## src/rtl/io_hub.sv

```systemverilog
// io_hub: memory-mapped I/O hub with per-channel write FIFOs and registered reads
module io_hub #(
  parameter int DATA_W = 16,
  parameter int ADDR_W = 16,
  parameter int SEL_W = 2,
  parameter int NUM_CH = 3,
  parameter int DEPTH = 4,
  localparam int LOCAL_W = ADDR_W - SEL_W
) (
  input  logic                      clock,
  input  logic                      reset,
  input  logic [ADDR_W-1:0]         cpu_waddr,
  input  logic [DATA_W-1:0]         cpu_wdata,
  input  logic                      cpu_wenable,
  output logic                      cpu_stall,
  input  logic [ADDR_W-1:0]         cpu_raddr,
  output logic [DATA_W-1:0]         cpu_rdata,
  output logic [NUM_CH-1:0]         ch_wvalid,
  output logic [NUM_CH*LOCAL_W-1:0] ch_waddr,
  output logic [NUM_CH*DATA_W-1:0]  ch_wdata,
  input  logic [NUM_CH-1:0]         ch_wready,
  output logic [NUM_CH*LOCAL_W-1:0] ch_raddr,
  input  logic [NUM_CH*DATA_W-1:0]  ch_rdata,
  output logic [NUM_CH-1:0]         ch_busy,
  output logic [7:0]                err_count
);
  localparam int PW = $clog2(DEPTH);
  logic [SEL_W-1:0] wsel, rsel;
  logic wmapped, rmapped, r_unmap_q, err_inc;
  logic [NUM_CH-1:0] full_hit;
  logic [DATA_W-1:0] rd_mux;
  assign wsel = cpu_waddr[ADDR_W-1 -: SEL_W];
  assign rsel = cpu_raddr[ADDR_W-1 -: SEL_W];
  assign wmapped = 32'(wsel) < NUM_CH;
  assign rmapped = 32'(rsel) < NUM_CH;
  assign cpu_stall = |full_hit;
  assign ch_busy = ch_wvalid;
  assign ch_raddr = {NUM_CH{cpu_raddr[LOCAL_W-1:0]}};
  for (genvar i = 0; i < NUM_CH; i++) begin : g_ch
    logic [PW-1:0] wp, rp;
    logic [PW:0] cnt;
    logic [LOCAL_W+DATA_W-1:0] mem [DEPTH];
    logic hit, push, pop;
    assign hit = cpu_wenable && wsel == SEL_W'(i);
    // full is judged on the registered count, so a same-cycle pop never frees a slot
    assign full_hit[i] = hit && cnt == (PW+1)'(DEPTH);
    assign push = hit && !full_hit[i];
    assign pop = ch_wvalid[i] && ch_wready[i];
    assign ch_wvalid[i] = cnt != '0;
    assign {ch_waddr[i*LOCAL_W +: LOCAL_W], ch_wdata[i*DATA_W +: DATA_W]} = ch_wvalid[i] ? mem[rp] : '0;
    always_ff @(posedge clock or negedge reset)
      if (!reset) begin
        wp <= '0;
        rp <= '0;
        cnt <= '0;
      end else begin
        if (push) wp <= wp + 1'b1;
        if (pop) rp <= rp + 1'b1;
        cnt <= cnt + (PW+1)'(push) - (PW+1)'(pop);
      end
    always_ff @(posedge clock)
      if (push) mem[wp] <= {cpu_waddr[LOCAL_W-1:0], cpu_wdata};
  end
  always_comb begin
    rd_mux = '0;
    for (int k = 0; k < NUM_CH; k++)
      if (rsel == SEL_W'(k)) rd_mux = ch_rdata[k*DATA_W +: DATA_W];
  end
  // an unmapped read only counts on the cycle it enters the unmapped region
  assign err_inc = (cpu_wenable && !wmapped) || (!rmapped && !r_unmap_q);
  always_ff @(posedge clock or negedge reset)
    if (!reset) begin
      cpu_rdata <= '0;
      r_unmap_q <= 1'b0;
      err_count <= '0;
    end else begin
      cpu_rdata <= rd_mux;
      r_unmap_q <= !rmapped;
      if (err_inc && err_count != 8'hFF) err_count <= err_count + 8'd1;
    end
endmodule

```

## config.mk

```make
export PLATFORM = sky130hd
export DESIGN_NAME = io_hub
export DESIGN_NICKNAME = d
export VERILOG_FILES = /design/src/rtl/io_hub.sv
export SDC_FILE = /design/constraint.sdc
export NUM_CORES = 1
export LEC_CHECK = 0
export CORE_MARGIN = 2
export CORE_UTILIZATION = 53
export DETAILED_ROUTE_END_ITERATION = 8
export HOLD_SLACK_MARGIN = 0.03
export PLACE_DENSITY_LB_ADDON = 0.15
export SYNTH_ARGS = -nofsm -noshare
export SYNTH_HDL_FRONTEND = slang
export SYNTH_SLANG_ARGS = --single-unit
```

## constraint.sdc

```tcl
create_clock -name clock -period 3.1 [get_ports clock]
set_input_delay 0.62 -clock clock [delete_from_list [all_inputs] [get_ports clock]]
set_output_delay 0.62 -clock clock [all_outputs]
set_load 0.005 [all_outputs]
```

### Word-level counts from Yosys, hierarchy flattened

Memories as Yosys holds them, arrays and structs flattened.
Index checks and enable logic that the tools add are counted.

* flip-flop bits (word level): 46
* bits in writable memories: 360
* input port bits: 102
* memories: 3

* add/sub/neg operators: 13
* magnitude comparators: 2
* equal/unequal tests: 8
* muxes and demuxes: 12
* reductions and logical operators: 28

Memories
* g_ch[0].mem: words 4, width 30, rd ports 1, clocked after memory_dff 0, wr ports 1, RTL line 42 `logic [LOCAL_W+DATA_W-1:0] mem [DEPTH];`
* g_ch[1].mem: words 4, width 30, rd ports 1, clocked after memory_dff 0, wr ports 1, RTL line 42
* g_ch[2].mem: words 4, width 30, rd ports 1, clocked after memory_dff 0, wr ports 1, RTL line 42

Operators with widths (number)
* 30-bit two-way mux: 3
* 16-bit two-way mux: 3
* 1-bit logical AND: 15
* 2-bit by 1-bit adder with 2-bit output (second input constant): 6
* 3-bit by 1-bit adder with 3-bit output: 3
* 3-bit == test (second input constant): 3
* 3-bit nonzero test: 3
* 3-bit by 1-bit subtractor with 3-bit output: 3
* 8-bit by 1-bit adder with 8-bit output (second input constant): 1
* 8-bit != test (second input constant): 1
* 1-bit zero test: 6
* 1-bit two-way mux: 6
* 2-bit by 1-bit == test with 1-bit output (second input constant): 2
* 2-bit == test (second input constant): 2
* 2-bit zero test: 2
* 2-bit less-than comparator (second input constant): 2
* 3-bit OR reduction: 1
* 1-bit logical OR: 1

### Logic depth before layout (Yosys ltp)

* depth in word-level cells: 7
* mapped depth: 10
* gate-level depth less buffers: 10

### Worst setup path after synthesis

Ideal clock, no wire load.

* kind: input-to-reg
* start: in cpu_waddr[14]
* end: reg g_ch[2].cnt[2]
* data arrival time: 2.291 ns
* slack: 0.686 ns
* cell stages on the path: 9
* buffers on the path: 0
* cell sequence: nor3_1 > inv_1 > ha_1 > inv_1 > ha_1 > inv_1 > fa_1 > xnor2_1 > xnor2_1

* longest elaborated chain between the ends: 7

Ends and longest elaborated chain
* start, declared: RTL line 12 `input logic [ADDR_W-1:0] cpu_waddr,`
* 2-bit == test *: RTL line 44 `assign hit = cpu_wenable && wsel == SEL_W'(i);`
* 1-bit logical AND *: RTL line 44
* 1-bit logical AND: RTL line 46 `assign full_hit[i] = hit && cnt == (PW+1)'(DEPTH);`
* 1-bit zero test: RTL line 47 `assign push = hit && !full_hit[i];`
* 1-bit logical AND *: RTL line 47
* 3-bit by 1-bit adder with 3-bit output *: RTL line 59 `cnt <= cnt + (PW+1)'(push) - (PW+1)'(pop);`
* 3-bit by 1-bit subtractor with 3-bit output *: RTL line 59
* end signal, assigned: RTL line 59
* end, declared: RTL line 41 `logic [PW:0] cnt;`

Mark *: on every way between the ends. The rest lies on a longest branch, timed or not.
A chain may end at the register's enable or synchronous reset.

### Worst setup path in the final report

* start: reg g_ch[1].rp[1]
* end: out ch_wdata[16]

* longest elaborated chain between the ends: 2

Ends and longest elaborated chain
* start, declared: RTL line 40 `logic [PW-1:0] wp, rp;`
* start signal, assigned: RTL line 58 `if (pop) rp <= rp + 1'b1;`
* memory 4 x 30 bit
* 30-bit two-way mux: RTL line 50 `assign {ch_waddr[i*LOCAL_W +: LOCAL_W], ch_wdata[i*DATA_W +: DATA_W]} = ch_wvalid[i] ? mem[rp] : '0;`
* end, declared: RTL line 20 `output logic [NUM_CH*DATA_W-1:0] ch_wdata,`

Every way passes these cells.

==> reports/qor.csv <==
metric,value,unit
status,"complete, no violations",
#FFs+latches synth,406,
register area share after synthesis,73.2,%
initial antenna violation count,2,
fin crit period,3.00,ns
post-route antenna net violation count,0,
asr flop ratio synth,11.3,%
pin count of the biggest net entering global routing,47,
Power Density,862,nW/um2
Std-Cell Rows,64,
number of synthesized flops with an enable pin,360,
Area growth syn-to-layout,23.6,%
1st-iter DRT viols,734,
Synth cell types,37,
hold_buf cts,0,
"Cell Area, Synth",16300,um2
WL per Instance,23.0,um
I/O pin cnt,265,
Horiz. Die Dim,180,um
P_int,0.0127,W
fin crit share,96.8,%
CTS Root Cell,clkbuf_16,
Logic pwr share,33.6,%
CP max FO,15,
actual slew at the worst max-slew pin,1.04,ns
reg2reg path depth,8,
total grt overflow,0,
final wirelength,34.0,mm
die area,32300,um2
switching part of the total,27.2,%
CP Cell Sequence,buf_4 -> mux4_2 -> and2_1 -> clkdlybuf4s50_1,
Clock Skew,0.0190,ns
first-pass GRT wire length,52.6,mm
fin nets,1175,
fin area,20200,um2
CTS buffer count,40,
synth warn,0,
Post-Synthesis Cells,843,
Most used DFF post-synth,edfxtp_1,
vias,8222,
Crit-path slowest cell,dfrtp_4,
crit path DAT,2.38,ns
Clock transition at path regs,0.06,ns
clk_lat worst skew,0.53,ns
synthesized net count,967,
crit path capture type,primary output,
Most Crowded Layer GR,met2,
clock sinks,406,
"IR drop worst, VDD",0.463,mV
"Slew Viols, Final",0,
H-tree depth,2,
power share of the clock group,27.1,%
core footprint,30500,um2
CP Launch Type,flop,
CP peak stage delay,0.60,ns
drt first pass iters,5,
relative slew slack,30.9,%
vias in the first global route,8830,
Worst EP required,2.48,ns
setup TNS,0,ns
Clock Path Buffers,3,
Initial Util,53.6,%
worst hold-check path type,input port to asynchronous set/reset pin,
share of cells above drive strength 1,20.1,%
"commonest non-fill, non-tap cell in the layout",edfxtp_1,
"Hold Vio Cnt, Final",0,
met2 global-route usage,37.1,%
most frequent cells in the layout,"edfxtp_1 (360), clkdlybuf4s50_1 (207), and2_1 (94), mux4_2 (90)",
GRT Resource Usage Total,21.6,%
Leak Pwr,6.87,nW
Residual DRC,0,
Post-Place Cell Area,18900,um2
routed vias/inst,5.56,
dpl hpwl,21.5,mm
die height,180,um
RSZ-0062 raised after global routing,false,
Net Sw Power,0.00473,W
# setup viols final,0,
CTS tree,built,
worst hold slack,0.283,ns
# port buffers,208,
fmax,0.333,GHz
Avg Inst Size Synth,19.4,um2
GR Util met1,27.6,%
GR met3 Demand/Resource,5.43,%
sequential share of power,39.3,%
RD Place Congestion,0.769,
Max-Cap Viols,0,
Setup CP Type,flop to primary output,
[kinds of logic (layout without fill, tap and decap cells)]
logic type / after synthesis / count (layout) / synth area share, %
DFF: 406 / 406 / 73.2
and+or+nand+nor: 158 / 158 / 5.70
muxes: 108 / 108 / 13.5
buffers and inverters: 101 / 339 / 3.62
AOI/OAI and AO/OA: 29 / 29 / 1.16
adders and majority gates: 22 / 22 / 1.82
xor gates and xnor gates: 19 / 19 / 1.02
other: 0 / 1 / 0
[flip-flops by register name, indices dropped and copies added, names as in the netlist]
name       cells
r_unmap_q      1
g_ch.rp        6
g_ch.mem     360
g_ch.wp        6
g_ch.cnt       9
cpu_rdata     16
err_count      8
[critical path, delay by kind of cell (launching register included)]
family / cells / cell delay, ns
muxes: 1 / 0.32
and+or+nand+nor: 1 / 0.20
buffers and inverters: 2 / 0.74
DFF: 1 / 0.60
[what timing repair did]
action / CTS / global route
setup endpoints to repair: 17 / 12
buffers inserted: 1 / 0
pin swaps: 0 / 0
gates cloned: 0 / 0
resized for setup: 1 / 1
[power groups by stage]
stage / registers [W] / logic, W / clock network, W
after global placement: 0.00696 / 0.00588 / 0
after detailed placement: 0.00698 / 0.00593 / 0
after CTS: 0.00685 / 0.00600 / 0.00481
after floorplan: 0.00675 / 0.00312 / 0
final: 0.00685 / 0.00585 / 0.00472
after global routing: 0.00691 / 0.00636 / 0.00502
[worst paths after layout]
kind / from / end / slack (ns)
hold / removal: reset / cpu_rdata[8] / 0.28
min in group clock: g_ch[2].cnt[2] / g_ch[2].cnt[2] / 0.49
setup / recovery: g_ch[1].rp[1] / ch_wdata[16] / 0.10
hold reg to reg: g_ch[2].cnt[2] / g_ch[2].cnt[2] / 0.49
setup reg to reg: g_ch[0].cnt[2] / g_ch[0].cnt[2] / 0.60
max in group asynchronous: reset / g_ch[1].rp[1] / 2.05
[cell usage after synthesis, drive strengths merged, types with 4 or more instances]
library cell / count / area, um2
and2: 106 / 663
xnor2: 13 / 114
edfxtp: 360 / 10800
inv: 20 / 75.1
mux4: 90 / 2030
ha: 19 / 238
nand2: 27 / 101
dfrtp: 46 / 1150
xor2: 6 / 52.6
buf: 69 / 472
clkbuf: 12 / 45.0
nand3: 4 / 25.0
mux2i: 17 / 170
nor2: 5 / 18.8
o21ai: 19 / 95.1
[layer usage]
layer / wire (um) / share of wire (%) / vias up
li1: - / - / 3624
met1: 13000 / 38 / 4177
met2: 17300 / 51 / 353
met3: 2890 / 8.5 / 66
met4: 719 / 2.1 / 2
met5: 13 / 0.038 / -
[layout make-up]
| type | count | area, um2 |
|---|---|---|
| Clock inverter | 29 | 283 |
| Clock buffer | 43 | 1010 |
| Tap cell | 396 | 495 |
| Inverter | 20 | 75.1 |
| Fill cell | 2042 | 10300 |
| Multi-Input combinational cell | 336 | 3810 |
| Timing Repair Buffer | 247 | 2560 |
| Antenna cell | 1 | 2.50 |
| Sequential cell | 406 | 12000 |
[per-stage QoR]
stage / util [%] / cells / worst slack (ns) / power (W)
floorplan: - / 843 / 0.686 / 0.00987
global placement: 61.9 / 1404 / 0.268 / 0.0128
detailed placement: 61.9 / 1404 / 0.243 / 0.0129
CTS: 66.2 / 1477 / 0.0332 / 0.0177
global route: 66.2 / 1477 / 0.00779 / 0.0183
finish: 66.2 / 1478 / 0.101 / 0.0174
Power figures use the tool's default switching activity.
